## config.mk

```make
export PLATFORM = sky130hd
export DESIGN_NAME = dv_status_monitor
export DESIGN_NICKNAME = d
export VERILOG_FILES = /design/src/rtl/dv_status_monitor.sv
export SDC_FILE = /design/constraint.sdc
export NUM_CORES = 1
export LEC_CHECK = 0
export CORE_UTILIZATION = 50
export CTS_CLUSTER_SIZE = 8
export DETAILED_ROUTE_END_ITERATION = 10
export GPL_TIMING_DRIVEN = 1
export PLACE_DENSITY = 0.71
export RECOVER_POWER = 25
export SETUP_SLACK_MARGIN = 0.2
export SLEW_MARGIN = 30
export SYNTH_ARGS = -nofsm -noshare
export SYNTH_HDL_FRONTEND = slang
export SYNTH_SLANG_ARGS = --single-unit
```

## constraint.sdc

```tcl
create_clock -name clock -period 2.9 [get_ports clock]
set_clock_uncertainty 0.15 [all_clocks]
set_input_delay 0.435 -clock clock [delete_from_list [all_inputs] [get_ports clock]]
set_output_delay 0.435 -clock clock [all_outputs]
set_load 0.05 [all_outputs]
```

## src/rtl/dv_status_monitor.sv

```systemverilog
// dv_status_monitor: per-lane start/alive/pass-fail status checkpoint monitor with watchdog.
//
// Ports:
//   clock        sole clock, all state on the rising edge
//   resetb       asynchronous active-low reset
//   enable       1 = sample status and advance counters, 0 = freeze
//   clear        synchronous restart of every lane, overrides enable
//   status       lane i code in [i*CODE_W +: CODE_W]
//   lane_state   lane i FSM state in [i*3 +: 3]
//   lane_code    code latched on entry to UNKNOWN, otherwise 0
//   lane_timeout 1 = lane watchdog expired
//   done         registered AND of all lanes terminal
//   pass         registered AND of all lanes in PASS
//
// Optional build macro: DV_STATUS_MONITOR_DEGLITCH_EN (act on a code only
// after it is seen on two consecutive enabled edges).
module dv_status_monitor #(
    parameter int CHANNELS   = 2,
    parameter int CODE_W     = 2,
    parameter int TIMEOUT_W  = 20,
    parameter int TIMEOUT    = 500000,
    parameter int CODE_FAIL  = 0,
    parameter int CODE_START = 1,
    parameter int CODE_ALIVE = 2,
    parameter int CODE_PASS  = 3
) (
    input  logic                       clock,
    input  logic                       resetb,
    input  logic                       enable,
    input  logic                       clear,
    input  logic [CHANNELS*CODE_W-1:0] status,
    output logic [CHANNELS*3-1:0]      lane_state,
    output logic [CHANNELS*CODE_W-1:0] lane_code,
    output logic [CHANNELS-1:0]        lane_timeout,
    output logic                       done,
    output logic                       pass
);
    typedef enum logic [2:0] {
        WAIT_START = 3'd0,
        WAIT_ALIVE = 3'd1,
        RUNNING    = 3'd2,
        ST_PASS    = 3'd3,
        ST_FAIL    = 3'd4,
        UNKNOWN    = 3'd5,
        ST_TIMEOUT = 3'd6
    } state_t;

    localparam logic [CODE_W-1:0] C_FAIL  = CODE_W'(CODE_FAIL);
    localparam logic [CODE_W-1:0] C_START = CODE_W'(CODE_START);
    localparam logic [CODE_W-1:0] C_ALIVE = CODE_W'(CODE_ALIVE);
    localparam logic [CODE_W-1:0] C_PASS  = CODE_W'(CODE_PASS);

    logic [CHANNELS-1:0] term;
    logic [CHANNELS-1:0] passed;

    for (genvar i = 0; i < CHANNELS; i++) begin : g_lane
        state_t               st;
        state_t               nxt;
        logic [TIMEOUT_W-1:0] cnt;
        logic [CODE_W-1:0]    code;
        logic [CODE_W-1:0]    cap;
        logic                 valid;
        logic                 expire;

        assign code = status[i*CODE_W +: CODE_W];

`ifdef DV_STATUS_MONITOR_DEGLITCH_EN
        logic [CODE_W-1:0] prev;
        logic              prev_ok;
        // prev_ok blocks the first sample after reset/clear from ever matching
        always_ff @(posedge clock or negedge resetb) begin
            if (!resetb) begin
                prev    <= '0;
                prev_ok <= 1'b0;
            end else if (clear) begin
                prev    <= '0;
                prev_ok <= 1'b0;
            end else if (enable) begin
                prev    <= code;
                prev_ok <= 1'b1;
            end
        end
        assign valid = prev_ok && (prev == code);
`else
        assign valid = 1'b1;
`endif

        always_comb begin
            nxt = st;
            if (valid)
                case (st)
                    WAIT_START: nxt = (code == C_START) ? WAIT_ALIVE : st;
                    WAIT_ALIVE: nxt = (code == C_ALIVE) ? RUNNING : st;
                    RUNNING:    nxt = (code == C_ALIVE) ? RUNNING :
                                      (code == C_PASS)  ? ST_PASS :
                                      (code == C_FAIL)  ? ST_FAIL : UNKNOWN;
                    default:    nxt = st;
                endcase
        end

        // A TIMEOUT of 0 never matches, which disables the watchdog
        assign expire = (TIMEOUT != 0) && (cnt == TIMEOUT_W'(TIMEOUT - 1));

        // Terminal lanes stop updating, so the counter saturates there
        always_ff @(posedge clock or negedge resetb) begin
            if (!resetb) begin
                st  <= WAIT_START;
                cnt <= '0;
                cap <= '0;
            end else if (clear) begin
                st  <= WAIT_START;
                cnt <= '0;
                cap <= '0;
            end else if (enable && !term[i]) begin
                st  <= (expire && nxt < ST_PASS) ? ST_TIMEOUT : nxt;
                cnt <= cnt + 1'b1;
                if (nxt == UNKNOWN)
                    cap <= code;
            end
        end

        assign term[i]                        = st >= ST_PASS;
        assign passed[i]                      = st == ST_PASS;
        assign lane_state[i*3 +: 3]           = st;
        assign lane_code[i*CODE_W +: CODE_W]  = cap;
        assign lane_timeout[i]                = st == ST_TIMEOUT;
    end

    always_ff @(posedge clock or negedge resetb) begin
        if (!resetb) begin
            done <= 1'b0;
            pass <= 1'b0;
        end else if (clear) begin
            done <= 1'b0;
            pass <= 1'b0;
        end else if (enable) begin
            done <= &term;
            pass <= &passed;
        end
    end
endmodule
```

Word-level counts from Yosys, hierarchy flattened --
Cells that the tools add are included.
Word-level totals: register bits 52, bits in latches 0, RAM bits 0, bits in read-only memories 0, input bits 8, output and inout bits 14, word-level logic and storage cells 83, memories kept 0
Operators by class: $add $sub $neg 2, $mul 0, div/mod/pow operators 0, order comparisons 4, eq/ne operators 18, shift operators 0, mux-type cells 32, bitwise logic cells 0, reduce and logical (&&, ||, !) cells 19
Operators by type and width (number):
- 2-to-1 mux 20 bit | 4
- 2-to-1 mux 3 bit | 14
- adder 20 x 1 -> 20 bit (second input constant) | 2
- == test 20 x 19 -> 1 bit (second input constant) | 2
- case mux 3 bit (3 select lines) | 2
- == test 3 x 2 -> 1 bit (second input constant) | 4
- == test 3 bit (second input constant) | 4
- 2-to-1 mux 2 bit | 6
- nonzero test 2 bit | 5
- == test 2 bit (second input constant) | 4
- AND reduction 2 bit | 4
- == test 3 x 1 -> 1 bit (second input constant) | 2
- greater-or-equal comparator 3 x 2 -> 1 bit (second input constant) | 2
- logical NOT 3 bit | 2
- less-than comparator 3 x 2 -> 1 bit (second input constant) | 2
- 2-to-1 mux 1 bit | 6
- == test 2 x 1 -> 1 bit (second input constant) | 2
- logical AND 1 bit | 4
- logical NOT 2 bit | 2
- logical NOT 1 bit | 2

Logic depth before layout (Yosys ltp) --
Gate-level depths: netlist of the first run.
depth after elaboration 10, depth in mapped cells 7, gate-level depth less buffers 6

Least setup slack after synthesis of the first run --
Ideal clock, no wire load.
path type register to register, start point register g_lane[0].st[0], end point register g_lane[0].cnt[17], setup time 0.078 ns, arrival time 2.215 ns, data required time 2.672 ns, path slack 0.457 ns, cell stages (with the launch flop) 7, buffers on the path 1, clock period less this slack 2.443 ns, path through dfrtp_1 > clkbuf_1 > a21oi_2 > a21oi_2 > or4_4 > or4_1 > a21oi_1
On the way: longest elaborated chain between the ends 4
RTL lines:
- from (decl) | line 57 | state_t st;
- from (signal assigned) | line 115 | st <= (expire && nxt < ST_PASS) ? ST_TIMEOUT : nxt;
- greater-or-equal comparator 3 x 2 -> 1 bit | line 122 | assign term[i] = st >= ST_PASS;
- logical NOT 1 bit | line 114 | end else if (enable && !term[i]) begin
- logical AND 1 bit | line 114
- nonzero test 2 bit (no source line)
- to (signal assigned) | line 116 | cnt <= cnt + 1'b1;
- to (decl) | line 59 | logic [TIMEOUT_W-1:0] cnt;
No other way between the ends. A chain may end at the register's enable or synchronous reset.

Worst setup path after layout of the first run --
start point register g_lane[0].st[2], end point output lane_timeout[0]
On the way: longest elaborated chain between the ends 1
RTL lines:
- == test 3 bit | line 126 | assign lane_timeout[i] = st == ST_TIMEOUT;
- to (decl) | line 34 | output logic [CHANNELS-1:0] lane_timeout,
No other way between the ends.

==> results of run 1 <==
## state kept, by name (all words and copies together) (netlist names)
| register | flops |
|---|---|
| g_lane.st | 6 |
| pass | 1 |
| done | 1 |
| g_lane.cap | 4 |
| g_lane.cnt | 40 |
## power by group
| part | leakage [nW] | total [mW] | switching (mW) | internal, mW |
|---|---|---|---|---|
| Combinational | 0.417 | 0.126 | 0.0819 | 0.0437 |
| Sequential | 0.721 | 0.756 | 0.0198 | 0.736 |
| Clock | 0.0445 | 0.423 | 0.251 | 0.172 |
| Total | 1.18 | 1.30 | 0.353 | 0.951 |
## cells by family after synthesis
| logic type | count (synthesis) | synth area share |
|---|---|---|
| AOI/OAI and AO/OA | 42 | 0.0939 |
| and+or+nand+nor | 155 | 0.302 |
| muxes | 2 | 0.00775 |
| DFF | 52 | 0.474 |
| buffers and inverters | 17 | 0.0237 |
| xor gates and xnor gates | 28 | 0.0894 |
| adders and majority gates | 2 | 0.00912 |
## metal layers
layer	up-vias	track usage	wire length [um]
met2	28	0.326	2580
met5	-	0	0
met1	1023	0.293	2770
li1	1104	-	-
met3	7	0.0563	174
met4	0	0.0538	59
## metrics by stage
stage | utilization | instance area (um^2) | worst slack (ns) | total power, mW | std cells
2_1_floorplan | - | 2740 | 0.457 | 0.843 | 298
3_3_place_gp | 0.579 | 3020 | 0.513 | 0.895 | 381
3_5_place_dp | 0.579 | 3020 | 0.502 | 0.897 | 381
4_1_cts | 0.597 | 3110 | 0.396 | 1.32 | 389
5_1_grt | 0.596 | 3100 | 0.273 | 1.37 | 389
6_report | 0.596 | 3100 | 0.387 | 1.30 | 389
## cell usage in the layout (no fill, tap or decap), types with 10 or more instances in the layout
cell             count
dfrtp_1             52
nor2_1              45
nand2_1             27
xnor2_1             19
clkdlybuf4s50_1     19
a21oi_1             14
o21ai_0             13
nand4_1             11
nor4_1              11
nand3_1             10
## worst max path at each step
stage,startpoint,endpoint,cells past startpoint
6_report,g_lane[0].st[2],lane_timeout[0],2
5_1_grt,g_lane[0].st[2],lane_timeout[0],2
4_1_cts,g_lane[0].st[2],lane_timeout[0],2
3_5_place_dp,enable,g_lane[0].cnt[17],5
3_3_place_gp,enable,g_lane[0].cnt[17],5
2_1_floorplan,g_lane[0].st[0],g_lane[0].cnt[17],6
## area by class of cell
| type | count | share of cell area |
|---|---|---|
| inverters | 5 | 0.00605 |
| clock inverters | 3 | 0.00685 |
| flip-flops and latches | 52 | 0.419 |
| multi-input cells | 229 | 0.444 |
| well taps | 70 | 0.0282 |
| repair buffers | 25 | 0.0734 |
| clock buffers | 5 | 0.0222 |
## critical path, delay by kind of cell (launching register included)
kind | cells | cell delay [ns]
buffers and inverters | 1 | 0.79
DFF | 1 | 0.61
and+or+nand+nor | 1 | 0.22
==> metrics.md, run 1 <==
| Metric | Value |
|---|---|
| Outcome | `completed` |
| Iter 0 DRT Violations | `132` |
| Layout cell share with drive strength beyond 1 | `0.0658` |
| Vias | `2162` |
| Distinct cells, synth | `39` |
| Vias per cell | `5.56` |
| Worst-margin pin slew | `~1.3 ns` |
| Max Fclk | `about 400 MHz` |
| Initial core utilization | `0.527` |
| CP Class | `reg -> out` |
| Fill cell count | `around 460` |
| Clock root buffer | `clkbuf_8` |
| CP Data Required Time | `about 2.3 ns` |
| Final setup TNS | `0 ns` |
| Crit. End Element | `primary output` |
| EDFF count, synth | `0` |
| Chip Width | `76.1 um` |
| Commonest cells post-synth | `52 x dfrtp_1, 45 x nor2_1, 27 x nand2_1, 19 x xnor2_1, 14 x a21oi_1` |
| Final hold violation count | `0` |
| Power per cell area | `between 400 and 500 nW/um^2` |
| Port bufs | `21` |
| Final setup fails | `0` |
| Final worst-path cycle share | `0.866` |
| Critical Path Fanout Max | `11` |
| Clk_lat worst skew | `~0.31 ns` |
| Most common cell in the netlist | `dfrtp_1` |
| Area of the multi-input gates | `1380 um^2` |
| Slowest-stage cell, CP | `clkdlybuf4s50_1` |
| Leak | `roughly 1.2 nW` |
| Hold_buf cts | `0` |
| # resized after CTS | `0` |
| Crit start category | `flip-flop` |
| Initial antenna violation count | `0` |
| Ys async rst share | `1.00` |
| Hold WC Path Type | `in -> async` |
| Bufs on Longest Clock Path | `2` |
| CP arrival | `1.93 ns` |
| Sequential Area | `1300 um^2` |
| Crit path cell chain | `and3b_1 -> clkdlybuf4s50_1` |
| Synth area leader | `dfrtp_1` |
| Site Rows | `26` |
| Post-synthesis register bit count | `52` |
| N_diodes | `0` |
| Antenna viol nets, final | `0` |
| Reg2reg setup slack | `0.59 ns` |
| Routability cong. | `0.793` |
| Synth Cell Area | `2740 um^2` |
| # DRC | `0` |
| Synth Flop Type | `dfrtp_1` |
| Core area | `5200 um^2` |
| Htree depth | `2` |
| Reg clk slew, reported paths | `0.09 ns` |
| Yosys warnings | `0` |
| Vias in the first global route | `1977` |
| Area growth syn-to-layout | `13.1%` |
| # Post-CTS Setup Buffers | `0` |
| Routed len/inst | `between 10 and 15 um` |
| Avg Synthesized Cell Area | `9.21 um^2` |
| Delay of the slowest critical-path stage | `0.79 ns` |
| Die extent in y | `roughly 76 um` |
| Final hold slack | `0.323 ns` |
| RSZ-0062 raised after global routing | `false` |
| Top-level port count | `22` |
| Die ar. | `roughly 5800 um^2` |
| Total GRT Usage | `0.210` |
| Worst r2r src | `g_lane[0].st[2]` |
| Post-synth top area share | `0.474` |
| First-pass GRT wire length | `9.63 mm` |
| TritonCTS clock tree | `built` |
| Syn Nets | `308` |
| RR Endpoint | `g_lane[0].cnt[17]` |
| Post-synthesis sequential area ratio | `0.474` |
| Max-slew headroom | `0.155` |
| Dpl hpwl | `3.75 mm` |
| Clock tree sinks | `52` |
| Largest net degree at the start of global routing | `54` |
| Final wirelength | `5.58 mm` |
| Aggregate global routing overflow | `0` |
| Final Slew Violations | `0` |
| Final min period | `2.51 ns` |
| Max IR drop VDD | `0.000282 V` |
| Final net count | `approximately 330` |
| Drt first pass iters | `4` |
| Max-Cap Viols | `0` |
| Gate Count Post-Synth | `298` |
| Synth area leaders | `dfrtp_1 47%, nor2_1 6.2%, xnor2_1 6.1%` |
| Total CTS buffers | `5` |
| R2R cell count | `5` |
Note: power is estimated with default switching activity, not from simulation.
==> run 2: changes to the inputs <==
--- a/config.mk
+++ b/config.mk
@@ -12,6 +12,7 @@
 export PLACE_DENSITY = 0.71
 export RECOVER_POWER = 25
 export SETUP_SLACK_MARGIN = 0.2
+export SKIP_CTS_REPAIR_TIMING = 1
 export SLEW_MARGIN = 30
 export SYNTH_ARGS = -nofsm -noshare
 export SYNTH_HDL_FRONTEND = slang
==> results of run 2 <==
Final layout, timing and power as in run 1 (identical DEF).
==> run 3: changes to the inputs <==
--- a/config.mk
+++ b/config.mk
@@ -5,10 +5,12 @@
 export SDC_FILE = /design/constraint.sdc
 export NUM_CORES = 1
 export LEC_CHECK = 0
+export CORE_MARGIN = 2
 export CORE_UTILIZATION = 50
 export CTS_CLUSTER_SIZE = 8
 export DETAILED_ROUTE_END_ITERATION = 10
 export GPL_TIMING_DRIVEN = 1
+export HOLD_SLACK_MARGIN = 0.03
 export PLACE_DENSITY = 0.71
 export RECOVER_POWER = 25
 export SETUP_SLACK_MARGIN = 0.2
==> metrics.md, run 3 (synthesis gave the netlist of run 1 again) <==
| Metric | Value |
|---|---|
| Final worst-path cycle share | `0.858` |
| Commonest non-fill, non-tap cell in the layout | `dfrtp_1` |
| Port bufs | `21` |
| Initial core utilization | `0.527` |
| Setup WS post-layout | `0.411 ns` |
| Final net count | `approximately 330` |
| Critical Path Fanout Max | `10` |
| Max reg flops | `40` |
| Core Util, Final | `0.602` |
| Leak | `between 1 and 1.5 nW` |
| Largest registers | `g_lane.cnt (40), g_lane.st (6), g_lane.cap (4)` |
| Hold WC Path Type | `reg -> reg` |
| Fill cell count | `466` |
| Drt first pass iters | `4` |
| Worst-margin pin slew | `1.41 ns` |
| Vias per cell | `5.71` |
| Initial antenna violation count | `0` |
| HP Start | `g_lane[0].cap[0]` |
| Outcome | `completed` |
| Clock root buffer | `clkbuf_8` |
| Biggest register | `g_lane.cnt` |
| CP arrival | `1.90 ns` |
| Sequential Area | `1300 um^2` |
| Max Fclk | `402 MHz` |
| CP Class | `reg -> out` |
| Worst r2r src | `g_lane[0].st[0]` |
| Area growth syn-to-layout | `14.2%` |
| Total power | `1.32 mW` |
| Final setup TNS | `0 ns` |
| Max-slew headroom | `0.0597` |
| Dpl hpwl | `4.07 mm` |
| Vias | `2226` |
| Crit start category | `flip-flop` |
| Total CTS buffers | `5` |
| Final hold slack | `0.361 ns` |
| Crit. End Element | `primary output` |
| Clk_lat worst skew | `between 0.3 and 0.4 ns` |
| Core area | `5200 um^2` |
| Final setup fails | `0` |
| RSZ-0062 raised after global routing | `false` |
| N_diodes | `0` |
| First-pass GRT wire length | `10.1 mm` |
| Max IR drop VDD | `0.000289 V` |
| Area of the multi-input gates | `1380 um^2` |
| Final Slew Violations | `0` |
| Total GRT Usage | `0.206` |
| Final min period | `around 2.5 ns` |
| Power per cell area | `about 420 nW/um^2` |
| Met1 wire length | `2.84 mm` |
| Layout cell share with drive strength beyond 1 | `0.0625` |
| Clock tree sinks | `52` |
| Largest net degree at the start of global routing | `54` |
| Htree depth | `2` |
| Critical path origin | `g_lane[0].st[0]` |
| Chip Width | `78.1 um` |
| Reg clk slew, reported paths | `approximately 0.10 ns` |
| Top-level port count | `22` |
| Max-Cap Viols | `0` |
| CP Data Required Time | `2.32 ns` |
| TritonCTS clock tree | `built` |
| Iter 0 DRT Violations | `roughly 130` |
| Final wirelength | `5.85 mm` |
| Top routing layer used | `met4` |
| Antenna viol nets, final | `0` |
| Most frequent cells in the layout | `52 x dfrtp_1, 45 x nor2_1, 27 x nand2_1, 19 x xnor2_1, 19 x clkdlybuf4s50_1` |
| Aggregate global routing overflow | `0` |
| Routability cong. | `0.790` |
| Die extent in y | `78.1 um` |
| Bufs on Longest Clock Path | `2` |
| Final hold violation count | `0` |
| Site Rows | `26` |
| Vias in the first global route | `2146` |
| Routed len/inst | `approximately 15 um` |
| Met3 Routed Length | `276 um` |
| Pre-CTS setup slack | `0.287 ns` |
| Die ar. | `6100 um^2` |
| Wire length on met2 | `2.69 mm` |
| # DRC | `0` |
## run 3: cell types whose count changed in the layout (fill, tap and decap cells not counted), sizes merged
cell         delta
dlygate4sd3     +1
## run 3: path summary, 6_finish.rpt
check,to,slack [ns],cells after the start
max reg2reg,g_lane[0].cnt[17],0.62,5
min,g_lane[0].cap[0],0.36,2
min in group asynchronous,g_lane[0].cnt[18],0.82,2
max in group asynchronous,g_lane[1].cnt[16],0.95,2
min reg2reg,g_lane[0].cap[0],0.36,2
max,lane_timeout[0],0.41,2
## run 3: stage by stage
stage | cell area (um^2) | instances
2_1_floorplan | 2740 | 298
3_3_place_gp | 3030 | 381
3_5_place_dp | 3030 | 381
4_1_cts | 3120 | 389
5_1_grt | 3130 | 390
6_report | 3130 | 390
## run 3: critical path: stages, from the launching register on
cell and delay, ns:
dfrtp_1 0.51, and3b_1 0.28, clkdlybuf4s50_1 0.80
## run 3: routing by layer
layer	vias to the layer above	track usage
li1	1108	-
met1	1074	0.304
met2	40	0.317
met3	4	0.0391
met4	0	0.0491
met5	-	0
## run 3: power breakdown
group,switching (mW),total (mW),internal (mW)
Combinational,0.0841,0.130,0.0461
Sequential,0.0184,0.754,0.736
Clock,0.260,0.437,0.178
Total,0.362,1.32,0.960
## run 3: cell type report
cell class                 instances  share of cell area
clock buffer                       5              0.0220
tap                               70              0.0280
sequential                        52               0.415
inverter                           5             0.00599
clock inverter                     3             0.00879
timing repair buffer              26              0.0803
multi-input combinational        229               0.440
